## config.mk

```make
export PLATFORM = sky130hd
export DESIGN_NAME = ram_march_bist
export DESIGN_NICKNAME = d
export VERILOG_FILES = /design/src/rtl/ram_march_bist.sv
export SDC_FILE = /design/constraint.sdc
export NUM_CORES = 1
export LEC_CHECK = 0
export CAP_MARGIN = 15
export CELL_PAD_IN_SITES_DETAIL_PLACEMENT = 0
export CELL_PAD_IN_SITES_GLOBAL_PLACEMENT = 1
export CORE_MARGIN = 5
export CORE_UTILIZATION = 39
export CTS_CLUSTER_SIZE = 10
export DETAILED_ROUTE_END_ITERATION = 8
export GPL_TIMING_DRIVEN = 0
export PLACE_DENSITY = 0.87
export SYNTH_ARGS = -nofsm -noshare
export SYNTH_HDL_FRONTEND = slang
export SYNTH_SLANG_ARGS = --single-unit
```

## constraint.sdc

```tcl
create_clock -name clk -period 3.1 [get_ports clk]
set_input_delay 0.93 -clock clk [delete_from_list [all_inputs] [get_ports clk]]
set_output_delay 0.93 -clock clk [all_outputs]
set_load 0.01 [all_outputs]
```

## src/rtl/ram_march_bist.sv

```systemverilog
// ram_march_bist: march-test BIST controller for a single-port synchronous RAM.
// Runs W0 up, R0W1 up, R1W0 down and R0 down over every address. It stops on
// the first read mismatch and reports the failing address and data.
// The outputs are registered. The one exception is ram_wr, which is gated by
// the live compare so that a failing read-modify-write never commits its write.
module ram_march_bist #(
    parameter int ADDR_W = 8,
    parameter int DATA_W = 8
) (
    input  logic              clk,
    input  logic              rst,
    input  logic              start,
    input  logic [DATA_W-1:0] pattern,
    output logic              ram_wr,
    output logic              ram_rd,
    output logic [ADDR_W-1:0] ram_addr,
    output logic [DATA_W-1:0] ram_din,
    input  logic [DATA_W-1:0] ram_dout,
    output logic              busy,
    output logic              done,
    output logic              pass,
    output logic [ADDR_W-1:0] fail_addr,
    output logic [DATA_W-1:0] fail_data
);

    typedef enum logic [3:0] {
        S_IDLE,
        S_W0,
        S_R0_RD,
        S_R0_W1,
        S_R1_RD,
        S_R1_W0,
        S_RF_RD,
        S_RF_CMP,
        S_DONE
    } state_t;

    localparam logic [ADDR_W-1:0] ADDR_MAX  = '1;
    localparam logic [ADDR_W-1:0] ADDR_ZERO = '0;
    localparam logic [ADDR_W-1:0] ADDR_ONE  = ADDR_W'(1);

    state_t            state;
    state_t            next_state;
    logic [DATA_W-1:0] pat;
    logic [DATA_W-1:0] next_pat;
    logic              wr_q;
    logic              next_wr;
    logic              next_rd;
    logic [ADDR_W-1:0] next_addr;
    logic [DATA_W-1:0] next_din;
    logic              next_busy;
    logic              next_done;
    logic              next_pass;
    logic [ADDR_W-1:0] next_fail_addr;
    logic [DATA_W-1:0] next_fail_data;
    logic [DATA_W-1:0] expected;
    logic              compare_state;
    logic              fail_now;

    // Live compare of the read data returned by the previous read cycle
    always_comb begin
        expected      = (state == S_R1_W0) ? ~pat : pat;
        compare_state = (state == S_R0_W1) || (state == S_R1_W0) || (state == S_RF_CMP);
        fail_now      = compare_state && (ram_dout != expected);
    end

    // A write that is already on the ports is withdrawn in the cycle its read fails
    assign ram_wr = wr_q & ~fail_now;

    // Next-state and next-output decode; each state's port values appear while in that state
    always_comb begin
        next_state     = state;
        next_pat       = pat;
        next_wr        = 1'b0;
        next_rd        = 1'b0;
        next_addr      = ram_addr;
        next_din       = ram_din;
        next_busy      = busy;
        next_done      = 1'b0;
        next_pass      = pass;
        next_fail_addr = fail_addr;
        next_fail_data = fail_data;
        unique case (state)
            S_IDLE: begin
                if (start) begin
                    next_pat       = pattern;
                    next_pass      = 1'b0;
                    next_fail_addr = ADDR_ZERO;
                    next_fail_data = '0;
                    next_addr      = ADDR_ZERO;
                    next_wr        = 1'b1;
                    next_din       = pattern;
                    next_busy      = 1'b1;
                    next_state     = S_W0;
                end
            end
            S_W0: begin
                if (ram_addr == ADDR_MAX) begin
                    next_addr  = ADDR_ZERO;
                    next_rd    = 1'b1;
                    next_state = S_R0_RD;
                end else begin
                    next_addr = ram_addr + ADDR_ONE;
                    next_wr   = 1'b1;
                    next_din  = pat;
                end
            end
            S_R0_RD: begin
                next_wr    = 1'b1;
                next_din   = ~pat;
                next_state = S_R0_W1;
            end
            S_R0_W1: begin
                if (fail_now) begin
                    next_fail_addr = ram_addr;
                    next_fail_data = ram_dout;
                    next_busy      = 1'b0;
                    next_done      = 1'b1;
                    next_state     = S_DONE;
                end else if (ram_addr == ADDR_MAX) begin
                    next_rd    = 1'b1;
                    next_state = S_R1_RD;
                end else begin
                    next_addr  = ram_addr + ADDR_ONE;
                    next_rd    = 1'b1;
                    next_state = S_R0_RD;
                end
            end
            S_R1_RD: begin
                next_wr    = 1'b1;
                next_din   = pat;
                next_state = S_R1_W0;
            end
            S_R1_W0: begin
                if (fail_now) begin
                    next_fail_addr = ram_addr;
                    next_fail_data = ram_dout;
                    next_busy      = 1'b0;
                    next_done      = 1'b1;
                    next_state     = S_DONE;
                end else if (ram_addr == ADDR_ZERO) begin
                    next_addr  = ADDR_MAX;
                    next_rd    = 1'b1;
                    next_state = S_RF_RD;
                end else begin
                    next_addr  = ram_addr - ADDR_ONE;
                    next_rd    = 1'b1;
                    next_state = S_R1_RD;
                end
            end
            S_RF_RD: begin
                next_state = S_RF_CMP;
            end
            S_RF_CMP: begin
                if (fail_now) begin
                    next_fail_addr = ram_addr;
                    next_fail_data = ram_dout;
                    next_busy      = 1'b0;
                    next_done      = 1'b1;
                    next_state     = S_DONE;
                end else if (ram_addr == ADDR_ZERO) begin
                    next_busy  = 1'b0;
                    next_done  = 1'b1;
                    next_pass  = 1'b1;
                    next_state = S_DONE;
                end else begin
                    next_addr  = ram_addr - ADDR_ONE;
                    next_rd    = 1'b1;
                    next_state = S_RF_RD;
                end
            end
            S_DONE: begin
                next_state = S_IDLE;
            end
            default: begin
                next_state = S_IDLE;
            end
        endcase
    end

    // State register
    always_ff @(posedge clk or posedge rst) begin
        if (rst) begin
            state <= S_IDLE;
        end else begin
            state <= next_state;
        end
    end

    // Registered outputs and the latched background pattern
    always_ff @(posedge clk or posedge rst) begin
        if (rst) begin
            pat       <= '0;
            wr_q      <= 1'b0;
            ram_rd    <= 1'b0;
            ram_addr  <= '0;
            ram_din   <= '0;
            busy      <= 1'b0;
            done      <= 1'b0;
            pass      <= 1'b0;
            fail_addr <= '0;
            fail_data <= '0;
        end else begin
            pat       <= next_pat;
            wr_q      <= next_wr;
            ram_rd    <= next_rd;
            ram_addr  <= next_addr;
            ram_din   <= next_din;
            busy      <= next_busy;
            done      <= next_done;
            pass      <= next_pass;
            fail_addr <= next_fail_addr;
            fail_data <= next_fail_data;
        end
    end

endmodule
```

## Word-level counts from Yosys, hierarchy flattened

Index checks and enable logic that the tools add are counted.
Widths: inputs -> output; s select.

- Word-level logic and storage cells: 104
- Register bits after elaboration: 49
- Bits of input ports: 19
- Output and inout bits: 37

- Reduce and logical (&&, ||, !) cells: 20
- Bitwise operators: 3
- Equal/unequal tests: 21
- Mux-type cells: 47
- $add $sub $neg: 2

Operator list:

| operator | count |
|---|---|
| $mux 8 | 13 |
| $pmux 8 s5 | 1 |
| $pmux 4 s8 | 1 |
| $pmux 8 s2 | 2 |
| $pmux 8 s4 | 1 |
| $mux 4 | 6 |
| $eq 4x3->1 const B | 4 |
| $mux 1 | 16 |
| $ne 2x2->1 const B | 8 |
| $pmux 1 s3 | 3 |
| $add 8x1->8 const B | 1 |
| $eq 4x2->1 const B | 2 |
| $eq 8x8->1 const B | 1 |
| $logic_not 8->1 | 1 |
| $ne 8x8->1 | 1 |
| $not 8->8 | 1 |
| $reduce_and 4->1 | 2 |
| $sub 8x1->8 const B | 1 |
| $reduce_and 7->1 | 1 |
| $ne 2x1->1 const B | 3 |
| $reduce_and 3->1 | 2 |
| $reduce_bool 5->1 | 1 |
| $eq 4x1->1 const B | 1 |
| $logic_not 4->1 | 1 |
| other kinds (14) | 19 |

## Longest topological paths before layout

Gate-level depths: netlist (run 1).

- Depth in word-level cells: 6
- Depth in mapped cells: 9
- Gate-level depth less buffers: 8

## Worst setup path before layout (run 1)

OpenSTA, ideal clock, no wires.

- Path type: input-to-output
- Start point: input ram_dout[4]
- End point: output ram_wr
- Stages on the path: 5
- Arrival time: 1.983 ns
- Required time: 2.170 ns
- Buffers on the path: 0
- Slack: 0.187 ns
- Cell sequence: xor2_1 nor4_1 mux2i_1 o21ai_1 and2_1

- Cells in the longest elaborated chain, start to end: 4

RTL lines:

| what | line | text |
|---|---|---|
| start: declaration | 18 | `input logic [DATA_W-1:0] ram_dout,` |
| $ne 8x8->1 | 64 | `fail_now = compare_state && (ram_dout != expected);` |
| $logic_and 1x1->1 | 64 |  |
| $not 1->1 | 68 | `assign ram_wr = wr_q & ~fail_now;` |
| $and 1x1->1 | 68 |  |
| end: declaration | 14 | `output logic ram_wr,` |

Every way passes these cells.

## Final worst setup path (run 1)

- Start point: input ram_dout[6]
- End point: output ram_wr

Same word-level chain as after synthesis.

==> out/results.txt, run 1 <==
Worst skew pair latency = 310 ps
Vias in the first global route = 2479
Routability congestion estimate = 0.827
Largest family of logic cells by synthesized area = simple AND/OR/NAND/NOR gates
Antenna viol nets, final = 0
Initial core utilization = 39.5%
Final setup viols = 0
First-pass GRT wire length = 11700 µm
WP data arrival = 2090 ps
Worst setup path start = ram_dout[6]
Critical path capture point type = output port
Hold_ws = 518 ps
Fin crit share = 97.5%
P&R area growth vs syn = 30.5%
Final Hold Viols = 0
Data required, critical path = 2170 ps
Deepest clock path buffer count = 2
P_leak = 0.00155 µW
Max-cap violations = 0
# hold bufs at CTS = 0
Synth Register Bits = 49
Initial antenna violation count = 0
WL final = 7160 µm
Cts bufs inserted = 5
I/O Pins = 56
Synth Area in Simple Gates = 15.4%
Register area share after synthesis = 43.2%
Rows = 31
Synth unique cells = 50
Post-synthesis mux area share = 15.4%
Int Power = 2010 µW
Power density over the cells = 908 nW/µm²
Worst VDD drop = 0.431 mV
Die ar. = 9080 µm²
Commonest non-fill, non-tap cell in the layout = dfrtp_1
Post-Route Setup TNS = 0 ps
Hpwl dp = 5210 µm
Util after Layout = 51.6%
Drt drc = 0
CTS tree = built
Ys async rst share = 100%
Critical path type = input pin to output port
Post-synthesis cell count = 296
Die span in y = 95.3 µm
Layout Nets = 388
Worst-path fanout max = 2
Compound-Gate Fraction of Synth Area = 15.2%
DIE WIDTH = 95.3 µm
Rel. slew slack = 55.0%
Share of cells above drive strength 1 = 20.1%
Total Routing Usage GR = 16.4%
Hold Path Class = flop to flop
Congestion Overflow GR = 0
Sink Count = 49
Power Total = 3360 µW
RSZ-0062 raised after global routing = false
Fmax = 331 MHz
Post-Syn Area = 2840 µm²
Root Buffer = clkbuf_8
IO buf count = 55
Core Box Area = 7180 µm²
1st-iter DRT viols = 124
Diodes inserted = 0
Max H-tree Level = 2
Worst clock skew = 4.10 ps
Clock Power Share = 12.1%
Commonest non-fill, non-tap cells in the layout = dfrtp_1 (49), clkdlybuf4s50_1 (46), nand2_1 (31)
Warnings from Yosys = 0
Clock Pin Slew Worst Setup and Hold Paths = 100 ps
Total number of vias = 2446
Largest net degree at the start of global routing = 30
Adder-cell share of the synthesized area = 0.882%
Drt wl/cell = 15.3 µm
Net Switching = 1350 µW
Hold wc startpoint = ram_din[6]
Sequential share of power = 30.9%
Initial DRT Pass Iterations = 4
XOR/XNOR Fraction of Synth Area = 3.09%
Logic pwr share = 57.0%
Sw frac = 40.1%
Mapped Nets = 317
Minimum clock period = 3020 ps
EDFF count, synth = 0
RR Startpoint = state[0]
Slew Limit Fails = 0
Ys flop type = dfrtp_1
Element type at the critical path start = input pin
Worst Tran Pin Value = 669 ps
Syn avg cell area = 9.58 µm²
Fillers = 648
Via density = 5.24
Status = completed
power groups by stage:
| stage | Combinational [µW] | Clock (µW) | Sequential [µW] |
|---|---|---|---|
| 2_1_floorplan | 1150 | 0 | 1070 |
| 3_3_place_gp | 1770 | 0 | 1040 |
| 3_5_place_dp | 1800 | 0 | 1040 |
| 4_1_cts | 1890 | 418 | 1040 |
| 5_1_grt | 2090 | 441 | 1070 |
| 6_report | 1920 | 406 | 1040 |
critical path: stages:
cell,delay [ps]
clkdlybuf4s15_1,200
xor2_1,210
o22ai_1,110
or2_1,250
o21ai_2,140
and2_4,160
buf_6,90
Yosys cell counts (3+ instances only):
| cell type | n | area [µm²] |
|---|---|---|
| dfrtp_1 | 49 | 1230 |
| nand2_1 | 31 | 116 |
| inv_1 | 27 | 101 |
| nor2_1 | 24 | 90.1 |
| mux2_2 | 22 | 248 |
| mux2i_1 | 19 | 190 |
| a21oi_1 | 12 | 60.1 |
| o21ai_0 | 12 | 60.1 |
| clkbuf_1 | 11 | 41.3 |
| a221o_1 | 8 | 80.1 |
| nand3_1 | 6 | 30.0 |
| xnor2_1 | 6 | 52.6 |
| a31oi_1 | 5 | 31.3 |
| buf_2 | 4 | 20.0 |
| nor2b_1 | 4 | 25.0 |
| xor2_1 | 4 | 35.0 |
| nor3_1 | 3 | 15.0 |
| nor4_1 | 3 | 18.8 |
state kept, by name (all words and copies together) (netlist names):
signal,count
wr_q,1
ram_addr,8
ram_rd,1
state,4
fail_data,8
pat,8
pass,1
done,1
fail_addr,8
busy,1
ram_din,8
logic make-up (layout without fill, tap and decap cells):
group                      Yosys count  in the layout
and+or+nand+nor                     91             91
DFF                                 49             49
muxes                               41             41
buffers and inverters               45            117
AOI/OAI and AO/OA                   58             58
adders and majority gates            2              2
xor gates and xnor gates            10             10
layout make-up:
type	instances	area (µm²)	area share, %
repair buffers	64	597	16.1
clock buffers	5	68.8	1.86
multi-input cells	202	1470	39.7
plain buffers	18	90.1	2.43
well taps	99	124	3.35
flip-flops and latches	49	1230	33.1
inverters	27	101	2.74
clock inverters	3	25.0	0.676
stage by stage:
stage	worst slack [ps]	instance area, µm²	cells
after global routing	24.1	3700	467
after global placement	-984	3510	450
after floorplan	187	2840	296
final	78.2	3700	467
after CTS	7.08	3710	465
after detailed placement	-1030	3530	451
worst paths after layout:
kind	end	slack [ps]	cells past startpoint
max in group asynchronous	state[0]	1640	3
min in group asynchronous	fail_data[2]	950	2
min	ram_din[6]	520	1
max reg2reg	fail_addr[7]	460	13
max	ram_wr	80	7
min reg2reg	ram_din[6]	520	1
layer usage:
| metal | GRT usage (%) | wire length (µm) | up-vias |
|---|---|---|---|
| met2 | 27.3 | 3490 | 70 |
| met3 | 3.47 | 354 | 7 |
| met5 | 0 | 0 | - |
| li1 | - | - | 1186 |
| met1 | 21.3 | 3240 | 1183 |
| met4 | 4.69 | 84 | 0 |
timing repair:
item	in CTS	in global routing
setup endpoints to repair	1	1
cloned	0	0
gates resized for setup	23	15
pin swaps	5	9
buffers inserted	6	2
Power figures use the tool's default switching activity.
==> run 2, diff against run 1 <==
==> config.mk (replaced) <==
export PLATFORM = sky130hd
export DESIGN_NAME = ram_march_bist
export DESIGN_NICKNAME = d
export VERILOG_FILES = /design/src/rtl/ram_march_bist.sv
export SDC_FILE = /design/constraint.sdc
export NUM_CORES = 1
export LEC_CHECK = 0
export CAP_MARGIN = 15
export CELL_PAD_IN_SITES_DETAIL_PLACEMENT = 2
export CELL_PAD_IN_SITES_GLOBAL_PLACEMENT = 2
export CORE_MARGIN = 5
export CORE_UTILIZATION = 32
export CTS_CLUSTER_SIZE = 10
export DETAILED_ROUTE_END_ITERATION = 8
export GPL_TIMING_DRIVEN = 0
export PLACE_DENSITY = 0.88
export SYNTH_ARGS = -nofsm -noshare
export SYNTH_HDL_FRONTEND = slang
export SYNTH_SLANG_ARGS = --single-unit
==> run 2 against run 1 <==
Effect of this change: the run now ends with negative setup slack left; via count rose by 6.7%; wire length is 47% higher; critical path depth unchanged; cell count rose by 1.7%; core utilization is 7.7 points lower; global-route usage increased by 1.8 points; clock skew is 3.9 ps higher; fmax down 5.1%.
==> out/results.txt, run 2 (synthesized netlist as in run 1, its figures left out) <==
Util after Layout = 43.9%
Crit-path cells = clkdlybuf4s15_2, xor2_2, o22ai_1, or2_1, o21ai_2, and2_4, buf_6
Slowest stage cell, crit path = xor2_2
Worst skew pair latency = 310 ps
Rel. slew slack = 52.4%
Total Routing Usage GR = 18.2%
Deepest clock path buffer count = 2
I/O Pins = 56
Hpwl dp = 7000 µm
Hold Path Class = flop to flop
Clock Pin Slew Worst Setup and Hold Paths = 110 ps
Highest metal used = met4
P_leak = 0.00156 µW
Power Total = 3650 µW
Cts bufs inserted = 5
Hold endpoint = ram_din[3]
Max H-tree Level = 2
DIE WIDTH = 104 µm
P&R area growth vs syn = 34.2%
Final Cell Area = 3810 µm²
Power density over the cells = 958 nW/µm²
Fmax = 314 MHz
Wire length on met3 = 443 µm
Critical path type = input pin to output port
Routability congestion estimate = 0.834
Die span in y = 104 µm
DRT met1 WL = 4260 µm
Hold_ws = 523 ps
Slew Limit Fails = 0
Total number of vias = 2609
Data required, critical path = 2170 ps
Worst clock skew = 8.04 ps
Status = complete, but fails checks
Placed inst area = 3540 µm²
RSZ-0062 raised after global routing = true
Layout Nets = 387
Fin crit share = 103%
Worst-path fanout max = 2
Hold Path Depth = 1
Critical path capture point type = output port
Root Buffer = clkbuf_8
Max-cap violations = 0
Post-Route Setup TNS = -85.9 ps
Largest net degree at the start of global routing = 26
Worst VDD drop = 0.402 mV
Vias in the first global route = 2908
Minimum clock period = 3190 ps
First-pass GRT wire length = 16000 µm
Violated checks = negative setup slack
Initial core utilization = 32.7%
IO buf count = 55
Final setup viols = 1
Worst Reg-to-Reg Cells = 8
R2r setup slk = 370 ps
Worst Tran Pin Value = 708 ps
1st-iter DRT viols = 94
Die ar. = 10800 µm²
Commonest non-fill, non-tap cell in the layout = dfrtp_1
Drt wl/cell = 22.2 µm
RR Startpoint = pat[6]
Diodes inserted = 0
Element type at the critical path start = input pin
Worst flop-to-flop path endpoint = ram_addr[3]
CTS tree = built
WP data arrival = 2260 ps
Final Hold Viols = 0
Congestion Overflow GR = 0
Rows = 34
PnR worst setup slack = -85.9 ps
WL final = 10500 µm
Sink Count = 49
Initial antenna violation count = 0
Via density = 5.49
Wire length on met2 = 5610 µm
CP peak stage delay = 260 ps
Hold wc startpoint = ram_din[3]
Initial DRT Pass Iterations = 5
Core Box Area = 8680 µm²
Commonest non-fill, non-tap cells in the layout = dfrtp_1 (49), clkdlybuf4s50_1 (46), nand2_1 (31)
Share of cells above drive strength 1 = 21.5%
Antenna viol nets, final = 0
Drt drc = 0
## run 2: worst max-delay path by stage
stage	from	end	slack, ps
floorplan	ram_dout[4]	ram_wr	190
global placement	ram_dout[1]	ram_wr	-1030
detailed placement	ram_dout[5]	ram_wr	-1180
CTS	ram_dout[5]	ram_wr	4
global route	ram_dout[2]	ram_wr	-130
finish	ram_dout[6]	ram_wr	-90
## run 2: what timing repair did
item	in CTS	in global routing
pin swaps	8	8
hold endpoints to repair	0	0
setup buffers	4	3
endpoints found under the setup margin	6	1
resized for setup	45	16
hold buffers	0	0
## run 2: area by class of cell
class,count,area (µm²)
Buffer,18,90.1
Clock buffer,5,68.8
Clock inverter,3,21.3
Fill cell,940,4870
Inverter,27,101
Multi-Input combinational cell,202,1550
Sequential cell,49,1230
Tap cell,108,135
Timing Repair Buffer,63,611
## run 2: routing by layer
layer	track usage (%)	vias to the layer above
li1	-	1174
met1	21.4	1347
met2	32.4	72
met3	4.35	16
met4	5.55	0
met5	0	-
## run 2: metrics by stage
| step | worst slack [ps] | cells |
|---|---|---|
| floorplan | 187 | 296 |
| global placement | -1030 | 459 |
| detailed placement | -1180 | 460 |
| CTS | 4.32 | 472 |
| global route | -131 | 475 |
| finish | -85.9 | 475 |
## run 2: critical path, delay by kind of cell
kind                      cells  cell delay (ps)
AOI/OAI and AO/OA             2              320
buffers and inverters         2              310
xor gates and xnor gates      1              260
and+or+nand+nor               2              430
## run 2: power breakdown
part           switching, µW  internal [µW]
combinational           1110           1030
sequential               231            861
clock                    253            161
